$ cat src/rtl/reg_writeback_queue.sv
// rtl/reg_writeback_queue.sv - writeback FIFO sequencing ALU/memory results onto the register file write port
module reg_writeback_queue #(
  parameter int DEPTH = 4,
  parameter int AW    = 3,
  parameter int DW    = 8
) (
  input  logic          clk,
  input  logic          rst,
  input  logic          mem_valid,
  input  logic [AW-1:0] mem_dst,
  input  logic [DW-1:0] mem_data,
  input  logic          alu_valid,
  input  logic [AW-1:0] alu_dst,
  input  logic [DW-1:0] alu_data,
  output logic          stall,
  output logic          RegWrite,
  output logic [AW-1:0] RegDst,
  output logic [DW-1:0] Mem_to_Reg,
  input  logic [AW-1:0] RA,
  input  logic [AW-1:0] RB,
  output logic          fwdA_hit,
  output logic [DW-1:0] fwdA_data,
  output logic          fwdB_hit,
  output logic [DW-1:0] fwdB_data,
  output logic          wb_idle,
  output logic          ovf_err
);

  localparam int PW = (DEPTH > 1) ? $clog2(DEPTH) : 1;
  localparam int CW = PW + 1;

  logic [AW-1:0] q_dst  [DEPTH];
  logic [DW-1:0] q_data [DEPTH];
  logic [PW-1:0] rd_ptr;
  logic [PW-1:0] wr_ptr;
  logic [CW-1:0] count;

  logic          mem_push;
  logic          alu_push;
  logic          accept_mem;
  logic          accept_alu;
  logic          pop;
  logic [PW-1:0] alu_slot;
  logic [CW-1:0] free_slots;

  // Push qualification: r0 writes vanish, and nothing is taken while producers are told to hold
  always_comb begin
    mem_push   = mem_valid && (mem_dst != '0);
    alu_push   = alu_valid && (alu_dst != '0);
    free_slots = CW'(DEPTH) - count;
    stall      = free_slots < CW'(2);
    accept_mem = mem_push && !stall;
    accept_alu = alu_push && !stall;
    pop        = (count != '0);
    // the ALU result lands behind the memory result when both arrive together
    alu_slot   = wr_ptr + PW'(accept_mem);
    wb_idle    = (count == '0) && !RegWrite;
  end

  // Entry storage; validity is tracked by the pointers, so the array needs no reset
  always_ff @(posedge clk) begin
    if (accept_mem) begin
      q_dst[wr_ptr]  <= mem_dst;
      q_data[wr_ptr] <= mem_data;
    end
    if (accept_alu) begin
      q_dst[alu_slot]  <= alu_dst;
      q_data[alu_slot] <= alu_data;
    end
  end

  // Pointer/count bookkeeping, head-to-write-port transfer and sticky overflow flag
  always_ff @(posedge clk or posedge rst) begin
    if (rst) begin
      rd_ptr     <= '0;
      wr_ptr     <= '0;
      count      <= '0;
      RegWrite   <= 1'b0;
      RegDst     <= '0;
      Mem_to_Reg <= '0;
      ovf_err    <= 1'b0;
    end else begin
      wr_ptr <= wr_ptr + PW'(accept_mem) + PW'(accept_alu);
      count  <= count + CW'(accept_mem) + CW'(accept_alu) - CW'(pop);
      if (pop) begin
        RegWrite   <= 1'b1;
        RegDst     <= q_dst[rd_ptr];
        Mem_to_Reg <= q_data[rd_ptr];
        rd_ptr     <= rd_ptr + PW'(1);
      end else begin
        RegWrite <= 1'b0;
      end
      if (stall && (mem_push || alu_push)) begin
        ovf_err <= 1'b1;
      end
    end
  end

  // Forwarding search: output register first, then FIFO oldest to youngest so the youngest match overrides
  always_comb begin
    logic [PW-1:0] idx;
    idx       = '0;
    fwdA_hit  = 1'b0;
    fwdA_data = '0;
    fwdB_hit  = 1'b0;
    fwdB_data = '0;
    if (RegWrite && (RegDst == RA)) begin
      fwdA_hit  = 1'b1;
      fwdA_data = Mem_to_Reg;
    end
    if (RegWrite && (RegDst == RB)) begin
      fwdB_hit  = 1'b1;
      fwdB_data = Mem_to_Reg;
    end
    for (int i = 0; i < DEPTH; i++) begin
      if (CW'(i) < count) begin
        idx = rd_ptr + PW'(i);
        if (q_dst[idx] == RA) begin
          fwdA_hit  = 1'b1;
          fwdA_data = q_data[idx];
        end
        if (q_dst[idx] == RB) begin
          fwdB_hit  = 1'b1;
          fwdB_data = q_data[idx];
        end
      end
    end
    // r0 is hard-wired zero and must never be forwarded
    if (RA == '0) begin
      fwdA_hit  = 1'b0;
      fwdA_data = '0;
    end
    if (RB == '0) begin
      fwdB_hit  = 1'b0;
      fwdB_data = '0;
    end
  end

endmodule

$ cat config.mk
export PLATFORM = sky130hd
export DESIGN_NAME = reg_writeback_queue
export DESIGN_NICKNAME = d
export VERILOG_FILES = /design/src/rtl/reg_writeback_queue.sv
export SDC_FILE = /design/constraint.sdc
export NUM_CORES = 1
export LEC_CHECK = 0
export CAP_MARGIN = 20
export CELL_PAD_IN_SITES_DETAIL_PLACEMENT = 0
export CELL_PAD_IN_SITES_GLOBAL_PLACEMENT = 1
export CORE_MARGIN = 2
export CORE_UTILIZATION = 45
export CTS_BUF_LIST = sky130_fd_sc_hd__clkbuf_4 sky130_fd_sc_hd__clkbuf_8 sky130_fd_sc_hd__clkbuf_16
export CTS_CLUSTER_SIZE = 24
export DETAILED_ROUTE_END_ITERATION = 10
export PLACE_DENSITY = 0.92
export SYNTH_ARGS = -nofsm -noshare
export SYNTH_HDL_FRONTEND = slang
export SYNTH_SLANG_ARGS = --single-unit
export TNS_END_PERCENT = 20
$ cat constraint.sdc
create_clock -name clk -period 3.85 [get_ports clk]
set_input_delay 0.5775 -clock clk [delete_from_list [all_inputs] [get_ports clk]]
set_output_delay 0.5775 -clock clk [all_outputs]
set_load 0.01 [all_outputs]
==> metrics.md, run 1 <==
| Metric | Value |
|---|---|
| Status | `finished, violations left` |
| Failing checks | `setup timing` |
| Compound-Gate Fraction of Synth Area | `0.1183` |
| Synth Instances | `499` |
| Final net count | `624` |
| Clock root buffer master | `clkbuf_16` |
| Synth-to-Final Area Change | `27.31%` |
| Hold Crit Class | `register to register` |
| Vias in the first global route | `4327` |
| Die ar. | `12730 um^2` |
| Worst Path Arrival | `3.29 ns` |
| DP Wirelength | `11220 um` |
| Synth Flop Type | `edfxtp_1` |
| Clock Sinks | `64` |
| Max Clock Freq | `258.6 MHz` |
| Final setup viols | `3` |
| Setup ws final | `-0.01741 ns` |
| EDFF count, synth | `44` |
| Mapped Nets | `540` |
| Most common cell after layout, fill and taps aside | `mux2_2` |
| CTS max path bufs | `2` |
| Most frequent cells in the layout | `63 x mux2_2, 60 x clkdlybuf4s50_1, 44 x edfxtp_1` |
| I/O Buffers | `64` |
| Mapped Avg Cell Area | `10.68 um^2` |
| Cells after DPL | `712` |
| Die Wd | `112.8 um` |
| Cell Rows | `39` |
| Final Non-Filler Cells | `731` |
| Worst R2R Start | `count[0]` |
| RSZ-0062 raised after global routing | `yes` |
| R2R Path End | `q_data[2][6]` |
| Final Skew | `0.004604 ns` |
| First-iteration detailed-routing DRC count | `281` |
| Synth top area share | `0.2479` |
| Setup slack, reg-to-reg | `0.40 ns` |
| Crit. End Element | `output port` |
| Routed vias | `4400` |
| Top cells by area, synth | `edfxtp_1 25%, mux2_2 13%, dfrtp_1 9.4%, mux4_2 8.0%, xnor2_1 5.1%` |
| Hold-fix buffers at CTS | `0` |
| Overflow after GRT | `0` |
| #FFs+latches synth | `64` |
| TritonCTS clock tree | `done` |
| Distinct cell type count after synthesis | `50` |
| Power per Cell Area | `1093 nW/um^2` |
| Max FO, Critical Path | `9` |
| Design area | `6784 um^2` |
| First-pass GRT wire length | `23340 um` |
| Leak | `2.556 nW` |
| Sequential fraction of the synthesis area | `0.3419` |
| Inserted Diodes | `0` |
| Origin of the worst setup path | `rd_ptr[0]` |
| CP required | `3.27 ns` |
| Final period demand of the worst path | `3.867 ns` |
| Mux share of post-synthesis cell area | `0.2792` |
| CTS buffer count | `9` |
| Largest family of logic cells by synthesized area | `multiplexers` |
| Worst-skew pair later-pin latency | `0.34 ns` |
| Tot Pwr | `7.413 mW` |
| Period utilization | `1.005` |
| Hold depth | `1` |
| Initial antenna violation count | `0` |
| Core area | `11470 um^2` |
| HP Start | `ovf_err` |
| # IOs | `65` |
| Slew at the pin with the worst max-slew slack | `0.8285 ns` |
| Reg2Reg Depth | `10` |
| Die span in y | `112.8 um` |
| Yosys warning count | `0` |
| 1st-pass router iterations | `5` |
| CTS HTree Levels | `3` |
| Routed length per instance | `20.08 um` |
| Synth area leader | `edfxtp_1` |
| Area after DPL | `6287 um^2` |
| Xor and xnor fraction of the mapped netlist area | `0.06246` |
| Slew headroom | `0.4471` |
| Post-Route WL | `14680 um` |
| Slew Viols, Final | `0` |
| Ys async rst share | `0.3125` |
| Post-synthesis adder-cell area fraction | `0.02395` |
| Clk pin slew, worst setup/hold paths | `0.06 ns` |
| RD Place Congestion | `0.9538` |
| Startpoint Class | `register` |
| Largest net degree at the start of global routing | `35` |
| MaxCap Viol Count | `0` |
| Hold path endpoint | `ovf_err` |
| Initial Util | `0.4647` |
| Final Hold Vio Count | `0` |
| Post-Synth Simple-Gate Area | `0.1254` |
| Share of cells above drive strength 1 | `0.2976` |
| ANT nets after route | `0` |
| DR vias/cell | `6.019` |
| DR DRC count | `0` |
| Peak VDD IR | `0.0006013 V` |
| Total track usage | `0.2328` |
| TNS Setup | `-0.03353 ns` |
| Kind of critical path | `register to output port` |
| Synth Cell Area | `5329 um^2` |
[power breakdown]
group / leakage, nW / internal, mW / total [mW] / switching [mW]
Sequential: 0.634 / 1.17 / 1.50 / 0.327
Clock: 0.146 / 0.566 / 0.890 / 0.324
Combinational: 1.78 / 2.47 / 5.03 / 2.56
[layout make-up]
class	instances	area [um^2]
Multi-Input combinational cell	383	3392
Inverter	17	63.81
Clock buffer	9	225.2
Fill cell	930	4683
Timing Repair Buffer	108	1002
Clock inverter	7	95.09
Sequential cell	64	1827
Tap cell	143	178.9
[Yosys cell counts (4+ instances only)]
master and n:
buf_1 4, a31oi_1 17, o311ai_1 8, a21oi_1 9, nand2_1 42, mux2_2 62
o21ai_0 33, clkbuf_1 14, inv_1 17, dfrtp_1 20, xnor2_1 31, xor2_1 7
and3_1 8, nand3_1 12, nor3_1 6, nand2b_1 12, a211oi_1 8, ha_1 7
edfxtp_1 44, nor2_1 29, mux2i_2 5, buf_2 12, mux2i_1 27, mux4_2 19
a221o_1 8
[cells by family (layout without fill, tap and decap cells)]
logic type | after synthesis | count (layout)
AO/OA/AOI/OAI | 93 | 93
XOR/XNOR | 38 | 38
adder cells (fa/ha/maj) | 9 | 9
buffers and inverters | 52 | 141
flip-flops | 64 | 64
multiplexers | 115 | 115
AND/OR/NAND/NOR | 128 | 128
[per-stage QoR]
stage | utilization | hold slack (ns) | setup WS (ns)
after floorplan | - | 0.4932 | 0.4104
after global placement | 0.5483 | 0.4421 | 0.04601
after detailed placement | 0.5483 | 0.4456 | 0.02564
after CTS | 0.5830 | 0.4629 | 0.0002147
after global routing | 0.5916 | 0.4871 | -0.1103
final | 0.5916 | 0.4571 | -0.01741
[how the worst max path moves through the flow]
stage                              end  slack (ns)  cells past startpoint
final                     fwdB_data[5]       -0.02                      8
after global placement    fwdB_data[4]        0.05                      8
after detailed placement  fwdB_data[4]        0.03                      8
after CTS                 fwdB_data[1]      0.0002                      8
after global routing      fwdB_data[5]       -0.11                      8
after floorplan           q_data[2][0]        0.41                     10
[repair_timing]
item,4_1_cts,5_1_grt
endpoints found under the setup margin,16,15
pin swaps,1,1
resized for setup,12,18
buffers inserted,2,1
[worst max-delay path, stage by stage, from the launching register on]
cell and delay, ns:
dfrtp_4 0.52, mux4_2 0.64, xnor2_4 0.22, o2111a_2 0.33, buf_4 0.14, a211oi_1 0.06, a221o_1 0.32, a31oi_1 0.16
clkdlybuf4s50_1 0.56
[per-layer routing]
metal,track usage,routed length [um],up-vias
met5,0,0,-
li1,-,-,2053
met3,0.03910,846,29
met2,0.3737,6960,178
met1,0.3279,6617,2140
met4,0.06504,258,0
[registers in the layout, indices dropped and copies added (netlist names)]
name / cells
q_dst: 12
rd_ptr: 2
Mem_to_Reg: 8
RegWrite: 1
RegDst: 3
ovf_err: 1
q_data: 32
wr_ptr: 2
count: 3
Note: power is estimated with default switching activity, not from simulation.
==> run 2, diff against run 1 <==
DONT_BUFFER_PORTS = 1   (was default)
PLACE_DENSITY = default   (was 0.92)
PLACE_DENSITY_LB_ADDON = 0.1   (was default)
==> metrics.md, run 2 (synthesis gave the netlist of run 1 again) <==
| Metric | Value |
|---|---|
| RSZ-0062 raised after global routing | `no` |
| Most frequent cells in the layout | `62 x mux2_2, 44 x edfxtp_1, 42 x nand2_1` |
| Crit. End Element | `output port` |
| Reg with most FFs | `q_data` |
| Final Non-Filler Cells | `634 (-13%)` |
| Routed vias | `3885 (-12%)` |
| CP cell instances | `mux2i_1, mux2_2, o2111ai_2, nand3_1, a221o_1, a31oi_1` |
| TNS Setup | `0 ns (+0.03353 ns)` |
| Setup ws final | `0.1883 ns (+0.2057 ns)` |
| Die span in y | `112.8 um (unchanged)` |
| I/O Buffers | `0 (-100%)` |
| Final Skew | `0.005880 ns (+0.001276 ns)` |
| Inserted Diodes | `0 (unchanged)` |
| Design area | `5752 um^2 (-15%)` |
| CTS HTree Levels | `3 (unchanged)` |
| Max incr delay on CP | `0.60 ns (-0.04 ns)` |
| Peak VDD IR | `0.0003971 V (-34%)` |
| DR WL met3 | `931 um (+10%)` |
| Clock Sinks | `64 (unchanged)` |
| DR DRC count | `0 (unchanged)` |
| WP buf/inv | `0 (-2)` |
| 1st-pass router iterations | `5 (unchanged)` |
| Top delay family on crit path | `compound AO/OA/AOI/OAI gates` |
| Final net count | `527 (-16%)` |
| Die Wd | `112.8 um (unchanged)` |
| Slew at the pin with the worst max-slew slack | `0.9352 ns (+0.1067 ns)` |
| DP Wirelength | `10540 um (-6.1%)` |
| Total track usage | `0.2222 (-0.01060)` |
| Synth-to-Final Area Change | `7.936%` |
| Leak | `2.091 nW (-18%)` |
| Hold-fix buffers at CTS | `0 (unchanged)` |
| # IOs | `65 (unchanged)` |
| Cells after DPL | `618 (-13%)` |
| WHS | `0.3233 ns (-0.1338 ns)` |
| DR top layer | `met4` |
| Share of cells above drive strength 1 | `0.2607 (-0.03693)` |
| CTS buffer count | `9 (unchanged)` |
| Area after DPL | `5409 um^2 (-14%)` |
| Core area | `11470 um^2 (unchanged)` |
| First-iteration detailed-routing DRC count | `310 (+10%)` |
| Fin util | `0.5016 (-0.09002)` |
| Final period demand of the worst path | `3.662 ns (-0.2057 ns)` |
| Hold Crit Class | `input port to asynchronous set/reset pin` |
| Largest net degree at the start of global routing | `49 (+40%)` |
| Final Hold Vio Count | `0 (unchanged)` |
| Clock root buffer master | `clkbuf_16` |
| Max FO, Critical Path | `17 (+8)` |
| Final setup viols | `0 (-3)` |
| MaxCap Viol Count | `0 (unchanged)` |
| Overflow after GRT | `0 (unchanged)` |
| Period utilization | `0.9511 (-0.05342)` |
| Post-Route WL | `13650 um (-7.0%)` |
| Slew headroom | `0.3717 (-0.07532)` |
| Max reg flops | `32 (unchanged)` |
| Clk pin slew, worst setup/hold paths | `0.06 ns (about the same)` |
| First-pass GRT wire length | `21960 um (-5.9%)` |
| Worst slack at placement | `0.5465 ns (+0.5209 ns)` |
| DR vias/cell | `6.128 (+1.8%)` |
| M1 WL | `6684 um (+1.0%)` |
| Initial Util | `0.4647 (unchanged)` |
| Worst-skew pair later-pin latency | `0.34 ns (about the same)` |
| RD Place Congestion | `0.9773 (+2.5%)` |
| Routed length per instance | `21.53 um (+7.2%)` |
| Initial antenna violation count | `0 (unchanged)` |
| Startpoint Class | `register` |
| Crit-path slowest cell | `dfrtp_4` |
| Die ar. | `12730 um^2 (unchanged)` |
| TritonCTS clock tree | `done` |
| Tot Pwr | `6.323 mW (-15%)` |
| Vias in the first global route | `3826 (-12%)` |
| Biggest registers after layout | `q_data: 32 flops, q_dst: 12 flops, Mem_to_Reg: 8 flops` |
| Worst Path Arrival | `3.08 ns (-0.21 ns)` |
| Slew Viols, Final | `0 (unchanged)` |
| Routed wl met2 | `5870 um (-16%)` |
| CP required | `3.27 ns (about the same)` |
| Max Clock Freq | `273.1 MHz (+5.6%)` |
| Status | `complete, no violations` |
| Kind of critical path | `register to output port` |
| CTS max path bufs | `2 (unchanged)` |
| Power per Cell Area | `1099 nW/um^2 (+0.61%)` |
| Cell Rows | `39 (unchanged)` |
| ANT nets after route | `0 (unchanged)` |
| Most common cell after layout, fill and taps aside | `mux2_2` |
run 2: path summary, 6_finish.rpt:
check	startpoint	endpoint	slack, ns	depth (start not counted)
setup / recovery	rd_ptr[0]	fwdB_data[0]	0.19	6
hold / removal	rst	RegWrite	0.32	1
setup reg to reg	count[2]	q_data[2][5]	0.60	9
hold reg to reg	ovf_err	ovf_err	0.53	1
max in group asynchronous	rst	rd_ptr[0]	2.87	1
min in group clk	mem_data[7]	q_data[2][7]	0.45	1
run 2: timing repair:
| item | 4_1_cts | 5_1_grt |
|---|---|---|
| gates resized for setup | 0 | 1 |
| endpoints found under the setup margin | 0 | 1 |
| setup buffers | 0 | 0 |
run 2: worst reg2reg max path: cells and delay by family (launching register included):
| family | cells | cell delay, ns |
|---|---|---|
| flops | 1 | 0.54 |
| fa+ha+maj | 2 | 0.62 |
| buf+inv | 3 | 0.47 |
| simple gates | 3 | 0.80 |
| compound gates | 1 | 0.44 |
run 2: cell type report:
type / instances / area (um^2)
tap: 143 / 178.9
timing repair buffer: 11 / 82.58
sequential: 64 / 1827
clock buffer: 10 / 232.7
clock inverter: 6 / 107.6
multi-input combinational: 383 / 3259
inverter: 17 / 63.81
fill: 1010 / 5715
run 2: report_power, final:
| part | internal (mW) | switching (mW) |
|---|---|---|
| Combinational | 1.64 | 2.19 |
| Sequential | 1.17 | 0.382 |
| Clock | 0.637 | 0.313 |
| Total | 3.44 | 2.88 |
run 2: layer usage:
layer | vias to the layer above | track usage
li1 | 1852 | -
met1 | 1883 | 0.3331
met2 | 139 | 0.3182
met3 | 11 | 0.05249
met4 | 0 | 0.06829
met5 | - | 0
==> run 3, diff against run 2 <==
SKIP_LAST_GASP = 1   (was default)
==> results of run 3 <==
No change in the layout: final DEF, timing and power equal those of run 2.
